## config.mk

```make
export PLATFORM = sky130hd
export DESIGN_NAME = if_stage_flat
export DESIGN_NICKNAME = d
export VERILOG_FILES = /design/src/rtl/if_stage_if.sv /design/src/rtl/if_stage.sv /design/src/flat_wrapper.sv
export SDC_FILE = /design/constraint.sdc
export NUM_CORES = 1
export LEC_CHECK = 0
export CORE_MARGIN = 2
export CORE_UTILIZATION = 28
export DETAILED_ROUTE_END_ITERATION = 16
export PLACE_DENSITY = 0.58
export SYNTH_ARGS = -nofsm -noshare
export SYNTH_HDL_FRONTEND = slang
export SYNTH_SLANG_ARGS = --single-unit
```

## constraint.sdc

```tcl
create_clock -name clk -period 4.7 [get_ports clk]
set_clock_uncertainty 0.2 [all_clocks]
set_input_delay 0.705 -clock clk [delete_from_list [all_inputs] [get_ports clk]]
set_output_delay 0.705 -clock clk [all_outputs]
set_load 0.02 [all_outputs]
```

## src/rtl/if_stage_if.sv

```systemverilog
// if_stage_if: instruction-memory fetch bus between the fetch stage (master) and imem (slave).
interface if_stage_if #(
    parameter int DATA_WIDTH = 32
);
    logic [DATA_WIDTH-1:0] imem_pc;
    logic [DATA_WIDTH-1:0] imem_instr;
    modport master (output imem_pc, input imem_instr);
    modport slave (input imem_pc, output imem_instr);
endinterface

```

## src/rtl/if_stage.sv

```systemverilog
// if_stage: RV fetch stage with PC register and IF/ID pipeline register.
// Define IF_MISALIGN_TRAP_EN to trap misaligned redirects into a sticky FAULT state.
module if_stage #(
    parameter int                    DATA_WIDTH = 32,
    parameter logic [DATA_WIDTH-1:0] RESET_PC   = '0,
    parameter logic [DATA_WIDTH-1:0] NOP_INSTR  = DATA_WIDTH'(32'h0000_0013)
) (
    input  logic                  clk,
    input  logic                  rst,
    input  logic                  stall,
    input  logic                  redirect,
    input  logic [DATA_WIDTH-1:0] redirect_pc,
    if_stage_if.master            imem,
    output logic [DATA_WIDTH-1:0] if_id_pc,
    output logic [DATA_WIDTH-1:0] if_id_pc4,
    output logic [DATA_WIDTH-1:0] if_id_instr,
    output logic                  if_id_valid,
    output logic [31:0]           fetch_count,
    output logic                  fetch_fault
);
    typedef enum logic [1:0] {BOOT, RUN, FAULT} state_t;
    state_t                state;
    logic [DATA_WIDTH-1:0] pc_q;
    logic [DATA_WIDTH-1:0] pc_plus4;
    assign pc_plus4      = pc_q + DATA_WIDTH'(4);
    assign imem.imem_pc  = pc_q;
`ifdef IF_MISALIGN_TRAP_EN
    assign fetch_fault   = (state == FAULT);
`else
    assign fetch_fault   = 1'b0;
`endif
    always_ff @(posedge clk) begin
        if (rst) begin
            state       <= BOOT;
            pc_q        <= RESET_PC;
            if_id_pc    <= '0;
            if_id_pc4   <= '0;
            if_id_instr <= NOP_INSTR;
            if_id_valid <= 1'b0;
            fetch_count <= '0;
        end else begin
            case (state)
                BOOT: begin
                    state       <= RUN;
                    if_id_instr <= NOP_INSTR;
                    if_id_valid <= 1'b0;
                end
                RUN: begin
                    if (redirect) begin
                        // redirect wins over stall: the fetched word is on the wrong path
                        if_id_instr <= NOP_INSTR;
                        if_id_valid <= 1'b0;
`ifdef IF_MISALIGN_TRAP_EN
                        if (|redirect_pc[1:0]) state <= FAULT;
                        else pc_q <= redirect_pc;
`else
                        pc_q <= {redirect_pc[DATA_WIDTH-1:2], 2'b00};
`endif
                    end else if (!stall) begin
                        if_id_instr <= imem.imem_instr;
                        if_id_pc    <= pc_q;
                        if_id_pc4   <= pc_plus4;
                        if_id_valid <= 1'b1;
                        pc_q        <= pc_plus4;
                        fetch_count <= fetch_count + 32'd1;
                    end
                end
                FAULT: begin
                    if_id_instr <= NOP_INSTR;
                    if_id_valid <= 1'b0;
                end
                default: state <= BOOT;
            endcase
        end
    end
endmodule

```

## src/flat_wrapper.sv

```systemverilog
// flat-port wrapper written by rule: the top's interface ports become plain ports
module if_stage_flat 
#(
    parameter int                    DATA_WIDTH = 32,
    parameter logic [DATA_WIDTH-1:0] RESET_PC   = '0,
    parameter logic [DATA_WIDTH-1:0] NOP_INSTR  = DATA_WIDTH'(32'h0000_0013)
)
  (clk, rst, stall, redirect, redirect_pc, if_id_pc, if_id_pc4, if_id_instr, if_id_valid, fetch_count, fetch_fault, imem_imem_pc, imem_imem_instr);
  if_stage_if #(.DATA_WIDTH(DATA_WIDTH)) imem_i ();
  input  logic clk;
  input  logic rst;
  input  logic stall;
  input  logic redirect;
  input  logic [DATA_WIDTH-1:0] redirect_pc;
  output logic [DATA_WIDTH-1:0] if_id_pc;
  output logic [DATA_WIDTH-1:0] if_id_pc4;
  output logic [DATA_WIDTH-1:0] if_id_instr;
  output logic if_id_valid;
  output logic [31:0] fetch_count;
  output logic fetch_fault;
  output wire logic [$bits(imem_i.imem_pc)-1:0] imem_imem_pc;
  input wire logic [$bits(imem_i.imem_instr)-1:0] imem_imem_instr;
  assign imem_imem_pc = imem_i.imem_pc;
  assign imem_i.imem_instr = imem_imem_instr;
  if_stage #(.DATA_WIDTH(DATA_WIDTH), .RESET_PC(RESET_PC), .NOP_INSTR(NOP_INSTR)) u_core (.clk(clk), .rst(rst), .stall(stall), .redirect(redirect), .redirect_pc(redirect_pc), .imem(imem_i), .if_id_pc(if_id_pc), .if_id_pc4(if_id_pc4), .if_id_instr(if_id_instr), .if_id_valid(if_id_valid), .fetch_count(fetch_count), .fetch_fault(fetch_fault));
endmodule
```

==> reports/results.txt <==
Post-CTS Setup Bufs: 0
Lkg Pwr: 3.287 nW
die width: 161.8 um
final setup TNS: 0 ns
met3 wire length: 1732 um
GP Congestion: 0.7610
clk root buf: clkbuf_16
post-synthesis async set-or-reset flop share: 0%
vias in the first global route: 6,332
Worst R2R Setup Slack: 1.40 ns
Hold Path Depth: 2
Num CTS Buffers: 17
WS Path Type: reg2reg
post-DP HPWL: 15,320 um
Rel. slew slack: 37.15%
CTS tree: done
r2r endpoint: u_core.imem.imem_pc[18]
maximum vdd drop: 0.1941 mV
Crit Reg-Reg Startpoint: u_core.imem.imem_pc[2]
I/O pins: 230
post-cts sizing count: 0
wire length on met1: 10,410 um
total of max-cap violations: 0
Post-synth EDFFs: 0
Core Box Area: 0.02439 mm^2
ys flop type: dfxtp_1
Overflow after GRT: 0
drt wl/cell: 16.87 um
WL final: 22,910 um
DRC violations left: 0
status: complete, no violations
Cell variety after synth: 57
total die area: 0.02616 mm^2
CP arrival: 3.43 ns
Die Height: 161.8 um
Reg2Reg Depth: 6
drt pass-1 iters: 5
via count: 6,678
final hold violations: 0
Area growth, synth to finish: 42.97%
Power Total: 3.192 mW
RSZ-0062 raised after global routing: no
uppermost layer routed: met4
final setup fails: 0
first-pass GRT wire length: 35,910 um
Crit. End Element: register
hold buffers post-CTS: 0
Via density: 4.918
Synth Register Bits: 156
# nets final: 1,091
Setup crit start kind: register
length of routed met2 wiring: 10,630 um
initial antenna violation count: 0
Synth Warn #: 0
worst-margin pin slew: 0.9392 ns
Synth Instances: 841
minimum clock period after layout: 3.296 ns
DR iter-0 viols: 439
CP required: 4.83 ns
commonest non-fill, non-tap cell in the layout: clkdlybuf4s50_1
ant diodes: 0
Initial Util: 28.57%
mapped cell area: 0.006968 mm^2
HP Start: u_core.if_id_pc[8]
clk buf depth: 2
leading cell types in the layout, fill and taps excluded: 218 x clkdlybuf4s50_1, 156 x dfxtp_1, 117 x nand2_1, 94 x nor2_1, 70 x a21oi_1
H-tree lvl count: 4
count of pins over their slew limit: 0
hold crit path type: reg2reg
crit path max fanout: 12
Seq/Total Area, Yosys: 44.82%
pwr dens: 320.4 mW/mm^2
Avg Inst Size Synth: 8.285 um^2
Routed Antenna Nets: 0
share of cells above drive strength 1: 6.286%
Tcrit/Tclk final: 70.13%
Worst-Skew Late Latency: 0.42 ns
clock transition at the registers of the reported paths: 0.07 ns
hold endpoint: u_core.if_id_pc[8]
port bufs: 220
GRT Total Usage: 17.27%
largest net degree at the start of global routing: 82
std cell rows: 57
CTS Sinks: 156
FMAX: 0.3034 GHz
logic make-up after synthesis:
| group | Yosys count | synth area share, % |
|---|---|---|
| other | 1 | 0.05382 |
| AND/OR/NAND/NOR | 334 | 23.70 |
| adder cells (fa/ha/maj) | 2 | 0.3591 |
| buffers and inverters | 87 | 5.405 |
| multiplexers | 10 | 1.472 |
| AO/OA/AOI/OAI | 198 | 17.53 |
| flip-flops | 156 | 44.82 |
| XOR/XNOR | 53 | 6.662 |
layout make-up:
type,instances,area (um^2)
fill,2493,14430
multi-input combinational,604,3496
sequential,156,3123
timing repair buffer,231,2277
clock buffer,20,456.7
tap,324,405.4
clock inverter,12,162.7
inverter,11,41.29
power by group:
group          total (mW)  switching (mW)  internal (mW)  leakage [nW]
logic               0.334           0.179          0.155          1.74
registers            1.40          0.0457           1.36          1.27
clock network        1.45           0.585          0.869         0.285
total                3.19           0.810           2.38          3.29
per-layer routing:
layer | vias to the layer above | track usage (%)
met3 | 10 | 5.388
met1 | 3151 | 22.96
li1 | 3307 | -
met5 | - | 0
met2 | 210 | 27.49
met4 | 0 | 4.023
worst max-delay path by stage:
stage / from / depth (start not counted) / end / slack (ns)
2_1_floorplan: stall / 7 / u_core.fetch_count[27] / 2.13
3_3_place_gp: stall / 7 / u_core.imem.imem_pc[16] / 1.14
3_5_place_dp: stall / 7 / u_core.imem.imem_pc[16] / 1.15
4_1_cts: u_core.imem.imem_pc[2] / 6 / u_core.imem.imem_pc[18] / 1.35
5_1_grt: u_core.imem.imem_pc[2] / 6 / u_core.imem.imem_pc[18] / 1.12
6_report: u_core.imem.imem_pc[2] / 6 / u_core.imem.imem_pc[18] / 1.40
Yosys cell counts (all sizes together), types with 3 or more instances:
library cell,n,area (um^2)
or3,7,43.79
dfxtp,156,3123
nand4,21,137.6
a211oi,18,135.1
nand2,117,439.2
nor2b,3,18.77
o31ai,5,37.54
a22o,3,26.28
or4,4,33.78
buf,21,128.9
and3,16,100.1
a22oi,35,262.8
and4,6,52.55
nor3,15,95.09
a221oi,5,43.79
and2,3,18.77
nand3,25,125.1
inv,11,41.29
xor2,21,183.9
a31oi,7,43.79
o21ai,42,210.2
nor4,15,161.4
xnor2,32,280.3
nor2,94,352.8
mux2i,8,80.08
clkbuf,55,206.5
a21oi,70,350.3
registers in the layout (all words and copies together), names as in the netlist:
register,count
u_core.imem.imem_pc,30
u_core.if_id_pc4,30
u_core.state,1
u_core.fetch_count,32
u_core.if_id_valid,1
u_core.if_id_pc,30
u_core.if_id_instr,32
metrics by stage:
stage	util [%]	cell area (um^2)	cells	hold slack, ns	setup WS [ns]
CTS	40.84	9962	1358	0.2581	1.345
detailed placement	38.30	9343	1326	0.2487	1.150
finish	40.84	9962	1358	0.2543	1.404
global route	40.84	9962	1358	0.2719	1.119
global placement	38.30	9343	1326	0.2430	1.139
floorplan	-	6990	847	0.3345	2.125
critical path: stages (launching register included):
cell and delay [ns]:
dfxtp_1 0.62, ha_1 0.30, nand3_1 0.36, nor2_1 0.86, nor4b_2 0.49, a211oi_1 0.13, a311oi_1 0.24
No activity file was read; power rests on OpenSTA's default activity.
